[src/rtl/rgb_fader.sv]
// Colour-fade sequencer: steps three 8-bit intensities one code per fade step
// toward a commanded target, paced by a base tick divider and a rate counter.
module rgb_fader #(
  parameter int unsigned TICK_DIV = 25000
) (
  input  logic       clk,
  input  logic       rst,
  input  logic       cmd_valid,
  output logic       cmd_ready,
  input  logic [7:0] cmd_r,
  input  logic [7:0] cmd_g,
  input  logic [7:0] cmd_b,
  input  logic [7:0] cmd_rate,
  output logic       en_r,
  output logic       en_g,
  output logic       en_b,
  output logic [7:0] int_r,
  output logic [7:0] int_g,
  output logic [7:0] int_b,
  output logic       busy,
  output logic       done
);

  localparam int unsigned TW = (TICK_DIV > 1) ? $clog2(TICK_DIV) : 1;
  localparam logic [TW-1:0] TICK_LAST = TW'(TICK_DIV - 1);

  typedef enum logic {
    IDLE,
    FADE
  } state_t;

  state_t        state;
  logic          first;
  logic [TW-1:0] tick_cnt;
  logic [7:0]    rate_cnt;
  logic [7:0]    rate_q;
  logic [7:0]    tgt_r, tgt_g, tgt_b;

  logic          tick;
  logic          step;
  logic          all_eq;
  logic          nxt_eq;
  logic [7:0]    nxt_r, nxt_g, nxt_b;

  function automatic logic [7:0] toward(input logic [7:0] cur, input logic [7:0] tgt);
    if (cur < tgt)
      return cur + 8'd1;
    else if (cur > tgt)
      return cur - 8'd1;
    else
      return cur;
  endfunction

  always_comb begin
    tick   = (tick_cnt == TICK_LAST);
    step   = tick && ((rate_cnt + 8'd1) == rate_q);
    nxt_r  = toward(int_r, tgt_r);
    nxt_g  = toward(int_g, tgt_g);
    nxt_b  = toward(int_b, tgt_b);
    all_eq = (int_r == tgt_r) && (int_g == tgt_g) && (int_b == tgt_b);
    nxt_eq = (nxt_r == tgt_r) && (nxt_g == tgt_g) && (nxt_b == tgt_b);
  end

  always_ff @(posedge clk or posedge rst) begin
    if (rst) begin
      state     <= IDLE;
      first     <= 1'b0;
      tick_cnt  <= '0;
      rate_cnt  <= '0;
      rate_q    <= '0;
      tgt_r     <= '0;
      tgt_g     <= '0;
      tgt_b     <= '0;
      int_r     <= '0;
      int_g     <= '0;
      int_b     <= '0;
      en_r      <= 1'b0;
      en_g      <= 1'b0;
      en_b      <= 1'b0;
      busy      <= 1'b0;
      done      <= 1'b0;
      cmd_ready <= 1'b0;
    end else begin
      done <= 1'b0;
      case (state)
        IDLE: begin
          cmd_ready <= 1'b1;
          if (cmd_valid && cmd_ready) begin
            tgt_r     <= cmd_r;
            tgt_g     <= cmd_g;
            tgt_b     <= cmd_b;
            rate_q    <= cmd_rate;
            tick_cnt  <= '0;
            rate_cnt  <= '0;
            first     <= 1'b1;
            state     <= FADE;
            cmd_ready <= 1'b0;
            busy      <= 1'b1;
          end
        end

        FADE: begin
          first <= 1'b0;
          // Rate 0 or nothing to do: jump straight to the target on the first FADE edge.
          if (first && ((rate_q == 8'd0) || all_eq)) begin
            int_r     <= tgt_r;
            int_g     <= tgt_g;
            int_b     <= tgt_b;
            en_r      <= (tgt_r != 8'd0);
            en_g      <= (tgt_g != 8'd0);
            en_b      <= (tgt_b != 8'd0);
            state     <= IDLE;
            done      <= 1'b1;
            cmd_ready <= 1'b1;
            busy      <= 1'b0;
          end else begin
            tick_cnt <= tick ? '0 : tick_cnt + 1'b1;
            if (tick) begin
              if (step) begin
                rate_cnt <= '0;
                int_r    <= nxt_r;
                int_g    <= nxt_g;
                int_b    <= nxt_b;
                en_r     <= (nxt_r != 8'd0);
                en_g     <= (nxt_g != 8'd0);
                en_b     <= (nxt_b != 8'd0);
                if (nxt_eq) begin
                  state     <= IDLE;
                  done      <= 1'b1;
                  cmd_ready <= 1'b1;
                  busy      <= 1'b0;
                end
              end else begin
                rate_cnt <= rate_cnt + 8'd1;
              end
            end
          end
        end

        default: state <= IDLE;
      endcase
    end
  end

endmodule
[config.mk]
export PLATFORM = sky130hd
export DESIGN_NAME = rgb_fader
export DESIGN_NICKNAME = d
export VERILOG_FILES = /design/src/rtl/rgb_fader.sv
export SDC_FILE = /design/constraint.sdc
export NUM_CORES = 1
export LEC_CHECK = 0
export CAP_MARGIN = 40
export CORE_MARGIN = 2
export CORE_UTILIZATION = 60
export CTS_CLUSTER_DIAMETER = 80
export CTS_CLUSTER_SIZE = 24
export DETAILED_ROUTE_END_ITERATION = 6
export GPL_TIMING_DRIVEN = 0
export PLACE_DENSITY_LB_ADDON = 0.2
export SYNTH_ARGS = -nofsm -noshare
export SYNTH_HDL_FRONTEND = slang
export SYNTH_SLANG_ARGS = --single-unit
[constraint.sdc]
create_clock -name clk -period 8.6 [get_ports clk]
set_input_delay 0.86 -clock clk [delete_from_list [all_inputs] [get_ports clk]]
set_output_delay 0.86 -clock clk [all_outputs]
set_load 0.03 [all_outputs]
==> results of run 1 <==
==> worst paths after layout <==
path	to	slack, ns	cells past startpoint
max in group asynchronous	int_b[4]$_DFFE_PP0P_	7.14	3
max reg2reg	state$_DFF_PP0_	4.24	14
min	rate_cnt[7]$_DFFE_PP0P_	0.51	1
min reg2reg	rate_cnt[7]$_DFFE_PP0P_	0.51	1
max	state$_DFF_PP0_	4.24	14
min in group asynchronous	tick_cnt[3]$_DFFE_PP0P_	0.83	2
==> cells in the final DEF, fill, tap and decap left out, drive strengths merged, types with 5 or more instances in the layout <==
master | netlist | routed
a21oi | 36 | 36
a22oi | 17 | 17
a31oi | 8 | 8
and2 | 5 | 5
and3 | 10 | 10
buf | 8 | 10
clkbuf | 43 | 52
clkdlybuf4s50 | 0 | 64
dfrtp | 87 | 87
ha | 32 | 32
inv | 41 | 44
mux2 | 36 | 36
mux2i | 10 | 10
nand2 | 58 | 58
nand2b | 8 | 8
nand3 | 27 | 27
nand4 | 22 | 22
nor2 | 79 | 79
nor2b | 6 | 6
nor3 | 26 | 26
nor3b | 5 | 5
nor4 | 13 | 13
o211ai | 7 | 7
o21ai | 82 | 82
o22ai | 8 | 8
o31ai | 5 | 5
or3 | 5 | 5
xnor2 | 43 | 43
xor2 | 26 | 26
==> layout make-up <==
type,count,area [um2]
clock buffer,9,123.9
inverter,41,156.4
tap,140,175.2
multi-input combinational,621,4129
fill,855,3050
timing repair buffer,66,675.6
sequential,87,2177
buffer,51,203.9
clock inverter,7,148.9
==> cell usage after synthesis, drive strengths merged (6+ instances only) <==
library cell  count  area share [%]
xnor2            43             5.7
nor2b             6            0.56
mux2             36             6.1
ha               32             6.0
a21oi            36             2.8
nand2            58             3.3
buf               8            0.62
nor4             13             1.2
and3             10            0.94
nor3             26             2.0
a22oi            17             1.9
a31oi             8            0.75
clkbuf           43             2.4
nand2b            8            0.75
o22ai             8            0.75
dfrtp            87              33
inv              41             2.3
o21ai            82             6.2
nand4            22             2.1
nor2             79             4.5
xor2             26             3.4
o211ai            7            0.94
nand3            27             2.0
mux2i            10             1.5
==> report_power, final <==
part / internal [W] / leakage (nW) / total, W / switching [W]
sequential: 0.000522 / 1.13 / 0.000679 / 0.000157
clock: 0.000226 / 0.136 / 0.000394 / 0.000168
combinational: 0.000416 / 2.03 / 0.000994 / 0.000578
total: 0.00116 / 3.29 / 0.00207 / 0.000902
==> cells by family after synthesis <==
logic type / count (synthesis) / synth area share [%]
flip-flops: 87 / 32.67
multiplexers: 46 / 7.586
XOR/XNOR: 69 / 9.069
buffers and inverters: 92 / 5.370
AND/OR/NAND/NOR: 280 / 21.03
AO/OA/AOI/OAI: 194 / 18.27
adder cells (fa/ha/maj): 32 / 6.008
==> worst reg2reg max path: stages (launching register included) <==
cell and delay, ns:
dfrtp_1 0.34, clkbuf_1 0.36, inv_1 0.20, ha_1 0.34, nand4_1 0.17, a211oi_1 0.09
nor3_1 0.31, clkbuf_1 0.44, buf_2 0.34, o21bai_1 0.23, o21ai_0 0.16, nor4_1 0.30
nand4_1 0.17, nor4_1 0.63, a21oi_1 0.15
==> state kept, by name (all words and copies together) (netlist names), 8 cells and up <==
register,flops
int_b,8
tick_cnt,15
int_r,8
rate_cnt,8
tgt_g,8
tgt_r,8
rate_q,8
tgt_b,8
int_g,8
==> metrics by stage <==
stage          setup WS [ns]  hold WS [ns]
6_report               4.239        0.5137
5_1_grt                3.961        0.5422
4_1_cts                4.357        0.5129
3_5_place_dp           4.375        0.4944
3_3_place_gp           4.127        0.4853
2_1_floorplan          5.341        0.4759
==> per-layer routing <==
metal	vias to the layer above	wire, um
li1	3029	-
met1	3215	9023
met2	397	9743
met3	73	2054
met4	0	657
met5	-	0
==> run_results.csv, run 1 <==
group,metric,value,unit
status,status,"completed",
synthesis,syn-instance-count,800,
die,die_w,109.4,um
worst_setup_path,startpoint_type,"flop",
worst_setup_path,cp_max_fo,10,
synthesis,ys_seq_elements,87,
cts,cts_made_buffers,9,
power_and_ir_drop,power.total,0.002067,W
worst_hold_path,min-delay-path-class,"reg -> reg",
finish,drive_above_1_share,8.277,%
die,fp.dieH,109.4,um
worst_setup_path,startpoint,"tgt_g[6]$_DFFE_PP0P_",
synthesis,avgSynthCellArea,8.330,um2
detailed_routing,first_iter_violations,949,
synthesis,yosys_warnings,0,
grt,grtUsageMet1,51.74,%
grt,gr-total-overflow,0,
power_and_ir_drop,leakagePower,3.287,nW
die,dieArea,0.01197,mm2
cts,cts_hold_buffers,0,
timing,period_share,50.71,%
synthesis,syn_nets,867,
cts,insertion_delay,0.39,ns
place,dpl_cell_area,0.007517,mm2
cts,h-tree-depth,3,
power_and_ir_drop,powerDensity,265.3,mW/mm2
cts,cts_root_buf,"clkbuf_8",
detailed_routing,routed_wl,21.48,mm
detailed_routing,ant_nets,0,
finish,final_area,0.007790,mm2
timing,hold_viol_final,0,
worst_setup_path,critPathTopFamily,"simple AND/OR/NAND/NOR gates",
grt,gr-usage-met3,8.002,%
die,start_util,61.47,%
timing,slew_headroom,47.15,%
finish,antennaDiodeCount,0,
finish,area_delta_synth_final,16.90,%
timing,tightest_slew,0.7927,ns
die,core,0.01084,mm2
cts,cts.clk_slew.worst_paths,0.10,ns
cts,cts.path.max_buffers,2,
timing,rsz0062_at_grt,"false",
place,gp_congestion,0.9663,
detailed_routing,route.detailed.drc,0,
place,port_buffers,64,
grt,grt_max_degree,57,
synthesis,ys_async_sr_fraction,100.0,%
cts,cts_sinks,87,
worst_setup_path,crit_slowest_cell,"nor4_1",
worst_setup_path,crit_path_cell_trace,"clkbuf_1 -> inv_1 -> ha_1 -> nand4_1 -> a211oi_1 -> nor3_1 -> clkbuf_1 -> buf_2 -> o21bai_1 -> o21ai_0 -> nor4_1 -> nand4_1 -> nor4_1 -> a21oi_1",
worst_setup_path,reg2reg_from,"tgt_g[6]$_DFFE_PP0P_",
timing,layout_min_cycle_time,4.361,ns
grt,antenna_found_initial,0,
worst_hold_path,hp-start,"rate_cnt[7]$_DFFE_PP0P_",
die,num_rows,38,
run,drv_cap,0,
synthesis,ys_seq_area_share,32.67,%
timing,max_freq,229.3,MHz
detailed_routing,vias,6714,
place,dpl.cell_count,1006,
synthesis,synth_area,0.006664,mm2
cts,cts_resized,0,
detailed_routing,drt_first_pass_iters,6,
place,dp_hpwl,15.60,mm
finish,final_util,71.86,%
cts,cts_tree,"built",
timing,slew_viol_final,0,
die,io_pins,65,
grt,use_met2,57.80,%
grt,grt_usage,37.45,%
power_and_ir_drop,max-vdd-ir-drop,0.0002194,V
timing,tns,0,ns
worst_setup_path,critPathKind,"reg -> reg",
worst_setup_path,cp-end-kind,"flop",
cts,postCtsSetupBuffers,0,
timing,finClkSkew,0.009328,ns
timing,setup_violations,0,
worst_setup_path,critPathRequiredTime,8.85,ns
synthesis,yosys_most_used_dff,"dfrtp_1",
grt,grt_pass1_vias,6491,
detailed_routing,routedWlPerCell,21.02,um
worst_setup_path,cp.arrival,4.61,ns
grt,grt_first_pass_wirelength,34.02,mm
synthesis,synth_cell_types,65,
finish,final_cell_count_no_fill,1022,
worst_setup_path,cp.buffers_inverters,4,
worst_setup_path,max_stage_delay,0.63,ns
finish,nets,944,
detailed_routing,via_per_inst,6.569,
grt,grt-busiest-layer,"met2",
synthesis,synth_edf_count,0,
No activity file was read; power rests on OpenSTA's default activity.
==> inputs of run 2 (changes only) <==
Settings changed: CORE_UTILIZATION 60 to 53.
Clock period 8.6 ns to 3.7 ns, I/O delays scaled along.
==> run 2 against run 1 <==
Via count fell by 2.7%. Utilization fell by 5.6 points. Cell area rose by 3.5%. Flip-flop and latch count did not move. Critical path depth fell by 1. Clock skew rose by 0.0092 ns. Clock power rose by 140%. Critical path type unchanged. Highest routed layer unchanged.
==> run_results.csv, run 2 (synthesis gave the netlist of run 1 again) <==
group,metric,value,unit
detailed_routing,drt_first_pass_iters,5,
cts,cts_made_buffers,9,
finish,mostFrequentLayoutCells,"77 x nor2_1, 76 x o21ai_0, 69 x dfrtp_1, 64 x clkdlybuf4s50_1, 58 x nand2_1",
cts,h-tree-depth,3,
worst_setup_path,crit_path_cell_trace,"inv_1 -> ha_1 -> a21oi_1 -> o21ai_2 -> or2_1 -> buf_6 -> o41a_4 -> a32o_1 -> nor4b_2 -> nand4_1 -> buf_4 -> o41ai_4 -> a21oi_1",
finish,largest-register,"tick_cnt",
grt,gr-usage-met3,7.058,%
power_and_ir_drop,powerDensity,606.4,mW/mm2
detailed_routing,via_per_inst,6.239,
finish,nFillCells,1063,
die,dieArea,0.01349,mm2
cts,insertion_delay,0.36,ns
grt,gr-total-overflow,0,
finish,layout_commonest_cell,"nor2_1",
die,die_w,116.1,um
timing,slew_viol_final,0,
status,status,"completed",
worst_setup_path,cp.arrival,3.86,ns
detailed_routing,route.detailed.drc,0,
finish,area_delta_synth_final,20.94,%
grt,antenna_found_initial,0,
place,post-place-ws,-0.4501,ns
place,gp_congestion,1.013,
cts,cts_sinks,87,
timing,rsz0062_at_grt,"true",
die,fp.dieH,116.1,um
die,io_pins,65,
place,dp_hpwl,15.49,mm
detailed_routing,first_iter_violations,744,
finish,final_area,0.008059,mm2
worst_setup_path,reg2reg_from,"tgt_b[7]$_DFFE_PP0P_",
timing,layout_setup_ws,0.06750,ns
detailed_routing,ant_nets,0,
timing,max_freq,275.3,MHz
timing,tns,0,ns
worst_setup_path,startpoint_type,"flop",
grt,grt-busiest-layer,"met2",
grt,use_met2,48.65,%
worst_setup_path,cp_max_fo,8,
power_and_ir_drop,max-vdd-ir-drop,0.0004465,V
timing,tightest_slew,0.6802,ns
worst_setup_path,crit_slowest_cell,"dfrtp_2",
grt,grt_usage,31.49,%
cts,cts_hold_buffers,0,
grt,grt_max_degree,54,
worst_setup_path,critPathRequiredTime,3.93,ns
timing,period_share,98.18,%
finish,drive_above_1_share,14.22,%
place,dpl_cell_area,0.007545,mm2
grt,grtUsageMet1,44.50,%
place,port_buffers,64,
detailed_routing,routedWlPerCell,20.01,um
worst_setup_path,startpoint,"tgt_b[7]$_DFFE_PP0P_",
cts,cts.path.max_buffers,2,
worst_hold_path,min-delay-path-class,"in -> async",
worst_setup_path,cp-end-kind,"flop",
timing,hold_viol_final,0,
detailed_routing,vias,6532,
timing,slew_headroom,54.08,%
power_and_ir_drop,leakagePower,3.370,nW
finish,antennaDiodeCount,0,
detailed_routing,routed_wl,20.95,mm
finish,final_util,66.27,%
timing,layout_min_cycle_time,3.633,ns
finish,nets,941,
die,start_util,54.79,%
timing,setup_violations,0,
worst_setup_path,crit_top_cell,"a21oi_1",
timing,finClkSkew,0.01853,ns
cts,cts_root_buf,"clkbuf_16",
grt,grt_first_pass_wirelength,32.77,mm
cts,cts_tree,"built",
grt,grt_pass1_vias,6232,
power_and_ir_drop,power.total,0.004887,W
finish,largest_reg_flops,15,
worst_setup_path,max_stage_delay,0.50,ns
cts,cts.clk_slew.worst_paths,0.08,ns
run,drv_cap,0,
die,num_rows,40,
die,core,0.01216,mm2
worst_setup_path,critPathKind,"reg -> reg",
[run 2: cell count changes in the layout (fill, tap and decap cells not counted), moves of 4 or more]
| cell | delta |
|---|---|
| dfrtp_2 | +18 |
| clkbuf_1 | -13 |
| dfrtp_1 | -18 |
| clkbuf_2 | +6 |
| clkbuf_8 | -9 |
| buf_1 | -4 |
| bufinv_16 | -4 |
| clkbuf_16 | +9 |
| buf_4 | +6 |
| o21ai_2 | +4 |
[run 2: worst max-delay path: cells and delay by family, from the launching register on]
kind                       cells  cell delay, ns
AOI/OAI and AO/OA              6            1.61
and+or+nand+nor                3            0.68
DFF                            1            0.50
buffers and inverters          3            0.40
adders and majority gates      1            0.31
[run 2: metrics by stage]
| step | hold slack, ns | cells |
|---|---|---|
| CTS | 0.4003 | 1043 |
| finish | 0.3875 | 1047 |
| detailed placement | 0.4954 | 1033 |
| global placement | 0.4730 | 1032 |
| global route | 0.4247 | 1047 |
| floorplan | 0.4759 | 800 |
[run 2: final timing paths]
kind / end / slack [ns] / depth (start not counted)
max in group asynchronous: tgt_b[3]$_DFFE_PP0P_ / 2.67 / 3
min reg2reg: en_g$_DFFE_PP0P_ / 0.51 / 2
min in group clk: en_g$_DFFE_PP0P_ / 0.51 / 2
max reg2reg: busy$_DFFE_PP0P_ / 0.07 / 13
min: tick_cnt[2]$_DFFE_PP0P_ / 0.39 / 2
max: busy$_DFFE_PP0P_ / 0.07 / 13
[run 2: timing repair]
item | 4_1_cts | 5_1_grt
setup endpoints to repair | 46 | 39
pin swaps | 0 | 5
gates resized for setup | 13 | 51
buffers inserted | 0 | 6
[run 2: layout make-up]
class | count | area [um2] | area share, %
clock buffer | 9 | 225.2 | 2.795
sequential | 87 | 2200 | 27.29
timing repair buffer | 71 | 713.2 | 8.850
inverter | 41 | 156.4 | 1.941
clock inverter | 7 | 72.57 | 0.9005
tap | 168 | 210.2 | 2.608
multi-input combinational | 621 | 4292 | 53.25
buffer | 43 | 190.2 | 2.360
[run 2: where the power goes]
part / internal, W / switching, W / leakage [nW]
clock: 0.000476 / 0.000451 / 0.143
sequential: 0.00124 / 0.000452 / 1.10
combinational: 0.000999 / 0.00127 / 2.12
total: 0.00271 / 0.00218 / 3.37
[run 2: metal layers]
| layer | routed length (um) | up-vias |
|---|---|---|
| li1 | - | 3021 |
| met1 | 9449 | 3150 |
| met2 | 9325 | 320 |
| met3 | 1720 | 41 |
| met4 | 454 | 0 |
| met5 | 0 | - |
==> inputs of run 3 (changes only) <==
Settings changed: ABC_AREA set to 1, CORE_UTILIZATION 53 to 58.
Clock period 3.7 ns to 3.55 ns, I/O delays scaled along.
==> run 3 against run 2 <==
Non-clock buffer count is 26 lower. Global-route usage decreased by 0.49 points. Clock power fell by 22%. Synthesized area decreased by 4.5%. Critical path type unchanged. Largest cell class unchanged. Largest power group is now sequential cells.
==> run_results.csv, run 3 <==
group,metric,value,unit
status,status,"completed",
finish,drive_above_1_share,7.517,%
die,fp.dieH,108.7,um
synthesis,synth_top_cell_area_share,34.21,%
synthesis,synth_xor_area_share,1.317,%
cts,postCtsSetupBuffers,0,
finish,largest_reg_flops,15,
synthesis,yosys_most_used_dff,"dfrtp_1",
synthesis,syn-instance-count,930,
grt,grt_first_pass_wirelength,28.66,mm
worst_setup_path,cp_max_fo,10,
grt,grt_max_degree,54,
synthesis,synth_top_family_by_area,"simple AND/OR/NAND/NOR gates",
grt,gr-usage-met3,3.527,%
timing,period_share,82.69,%
worst_setup_path,startpoint,"int_g[0]$_DFFE_PP0P_",
finish,nets,1073,
synthesis,synth_cell_types,47,
finish,layout_commonest_cell,"nand2_1",
grt,grt_usage,31.00,%
power_and_ir_drop,max-vdd-ir-drop,0.0001725,V
synthesis,synthAdderAreaFrac,6.292,%
grt,grtUsageMet1,43.70,%
cts,cts_hold_buffers,0,
synthesis,yosysMostFrequentCell,"nand2_1",
place,dp_hpwl,13.06,mm
grt,use_met2,48.71,%
timing,tns,0,ns
synthesis,syn_nets,997,
worst_setup_path,startpoint_type,"flop",
die,dieArea,0.01183,mm2
cts,cts_made_buffers,9,
worst_setup_path,reg2reg_from,"int_g[0]$_DFFE_PP0P_",
place,dpl.cell_count,1135,
detailed_routing,first_iter_violations,485,
worst_setup_path,ff2ff_setup_slack,0.61,ns
synthesis,yosys.area_share.simple,38.42,%
detailed_routing,drt_first_pass_iters,5,
finish,largest-register,"tick_cnt",
synthesis,ys_async_sr_fraction,100.0,%
timing,slew_viol_final,0,
synthesis,yosys_warnings,0,
detailed_routing,ant_nets,0,
grt,grt_pass1_vias,5944,
timing,layout_min_cycle_time,2.936,ns
synthesis,ys_top_cells_by_area,"dfrtp_1 34%, nand2_1 17%, nand3_1 8.1%",
grt,antenna_found_initial,0,
run,drv_cap,0,
detailed_routing,vias,6526,
timing,tightest_slew,0.6271,ns
finish,antennaDiodeCount,0,
finish,mostFrequentLayoutCells,"290 x nand2_1, 103 x nand3_1, 97 x inv_1, 87 x dfrtp_1, 83 x o21ai_0",
timing,finClkSkew,0.01457,ns
grt,grt-busiest-layer,"met2",
cts,h-tree-depth,3,
timing,max_freq,340.7,MHz
power_and_ir_drop,leakagePower,3.863,nW
cts,cts_root_buf,"clkbuf_8",
cts,cts_resized,0,
cts,cts_tree,"built",
detailed_routing,via_per_inst,5.670,
synthesis,yosysTopAreaCell,"dfrtp_1",
synthesis,synth_compound_area_share,11.13,%
worst_setup_path,cp.arrival,3.20,ns
synthesis,synth_area,0.006364,mm2
worst_setup_path,critPathRequiredTime,3.82,ns
detailed_routing,routed_wl,17.40,mm
detailed_routing,route.detailed.drc,0,
worst_setup_path,cp-end-kind,"flop",
synthesis,ys_seq_area_share,34.21,%
place,port_buffers,64,
power_and_ir_drop,powerDensity,239.3,mW/mm2
detailed_routing,routedWlPerCell,15.12,um
timing,slew_headroom,58.19,%
die,num_rows,38,
die,core,0.01079,mm2
die,start_util,58.96,%
die,io_pins,65,
finish,area_delta_synth_final,16.40,%
synthesis,synth_mux_area_share,0,%
die,die_w,108.7,um
cts,insertion_delay,0.37,ns
timing,rsz0062_at_grt,"false",
worst_hold_path,min-delay-path-class,"in -> async",
synthesis,ys_seq_elements,87,
grt,gr-total-overflow,0,
cts,cts_sinks,87,
synthesis,synthTopCellsByCount,"290 x nand2_1, 103 x nand3_1, 98 x inv_1, 87 x dfrtp_1, 83 x o21ai_0",
finish,final_cell_count_no_fill,1151,
cts,cts.clk_slew.worst_paths,0.09,ns
synthesis,avgSynthCellArea,6.843,um2
timing,setup_violations,0,
synthesis,synth_edf_count,0,
cts,cts.path.max_buffers,2,
place,gp_congestion,0.8901,
timing,hold_viol_final,0,
finish,nFillCells,955,
worst_setup_path,critPathKind,"reg -> reg",
run 3: cell count changes in the layout (fill, tap and decap cells not counted), sizes merged, moves of 10 or more:
| cell | delta |
|---|---|
| inv | +67 |
| mux2i | -10 |
| o21ai | +11 |
| nand3 | +80 |
| xnor2 | -41 |
| nor3 | -10 |
| mux2 | -36 |
| and3 | -10 |
| nand2 | +242 |
| a21oi | -13 |
| xor2 | -21 |
| clkbuf | -24 |
| a22oi | -16 |
run 3: where the power goes:
part / total [W] / internal [W] / switching (W)
logic: 0.0000618 / 0.0000358 / 0.0000260
registers: 0.000990 / 0.000990 / 0
clock network: 0.000721 / 0.000345 / 0.000376
run 3: routing by layer:
layer / share of wire [%] / routed length (um)
met1: 44 / 7731
met2: 45 / 7862
met3: 7.4 / 1280
met4: 3.0 / 523
met5: 0 / 0
run 3: stage by stage:
stage	hold WS (ns)	util [%]	setup slack, ns	cell area, um2	total power (W)
finish	0.3585	68.63	0.6144	7407	0.001773
global route	0.4209	68.63	0.4195	7407	0.001827
CTS	0.3730	68.63	0.6828	7407	0.001780
detailed placement	0.4666	66.80	0.7023	7209	0.001073
global placement	0.4614	66.52	-0.5176	7179	0.001068
floorplan	0.4760	-	0.9448	6364	0.001025
run 3: final timing paths:
kind / end / depth (start not counted)
hold / removal: int_r[1]$_DFFE_PP0P_ / 2
min in group clk: en_b$_DFFE_PP0P_ / 2
setup / recovery: int_b[5]$_DFFE_PP0P_ / 13
max in group asynchronous: tgt_b[0]$_DFFE_PP0P_ / 3
hold reg to reg: en_b$_DFFE_PP0P_ / 2
setup reg to reg: int_b[5]$_DFFE_PP0P_ / 13
run 3: layout make-up:
type,instances,area [um2],share of cell area (%)
clock buffers,11,141.4,1.909
multi-input cells,708,3637,49.10
inverters,112,425.4,5.743
plain buffers,23,126.4,1.706
clock inverters,5,56.30,0.7601
well taps,140,175.2,2.365
flip-flops and latches,87,2177,29.39
repair buffers,65,668.1,9.020
run 3: kinds of logic (layout without fill, tap and decap cells):
logic type,Yosys count,in the layout
buffers and inverters,135,216
and+or+nand+nor,535,535
adders and majority gates,32,32
AOI/OAI and AO/OA,133,133
DFF,87,87
xor gates and xnor gates,8,8
run 3: critical path, stage by stage, from the launching register on:
cell,delay [ns]
dfrtp_1,0.49
inv_1,0.17
ha_1,0.32
nand2_1,0.07
nor2_1,0.04
nand2_1,0.16
inv_2,0.12
nand3_2,0.11
o21ai_2,0.07
nand2_4,0.11
buf_2,0.31
clkbuf_1,0.50
nand3_1,0.13
a22oi_1,0.24
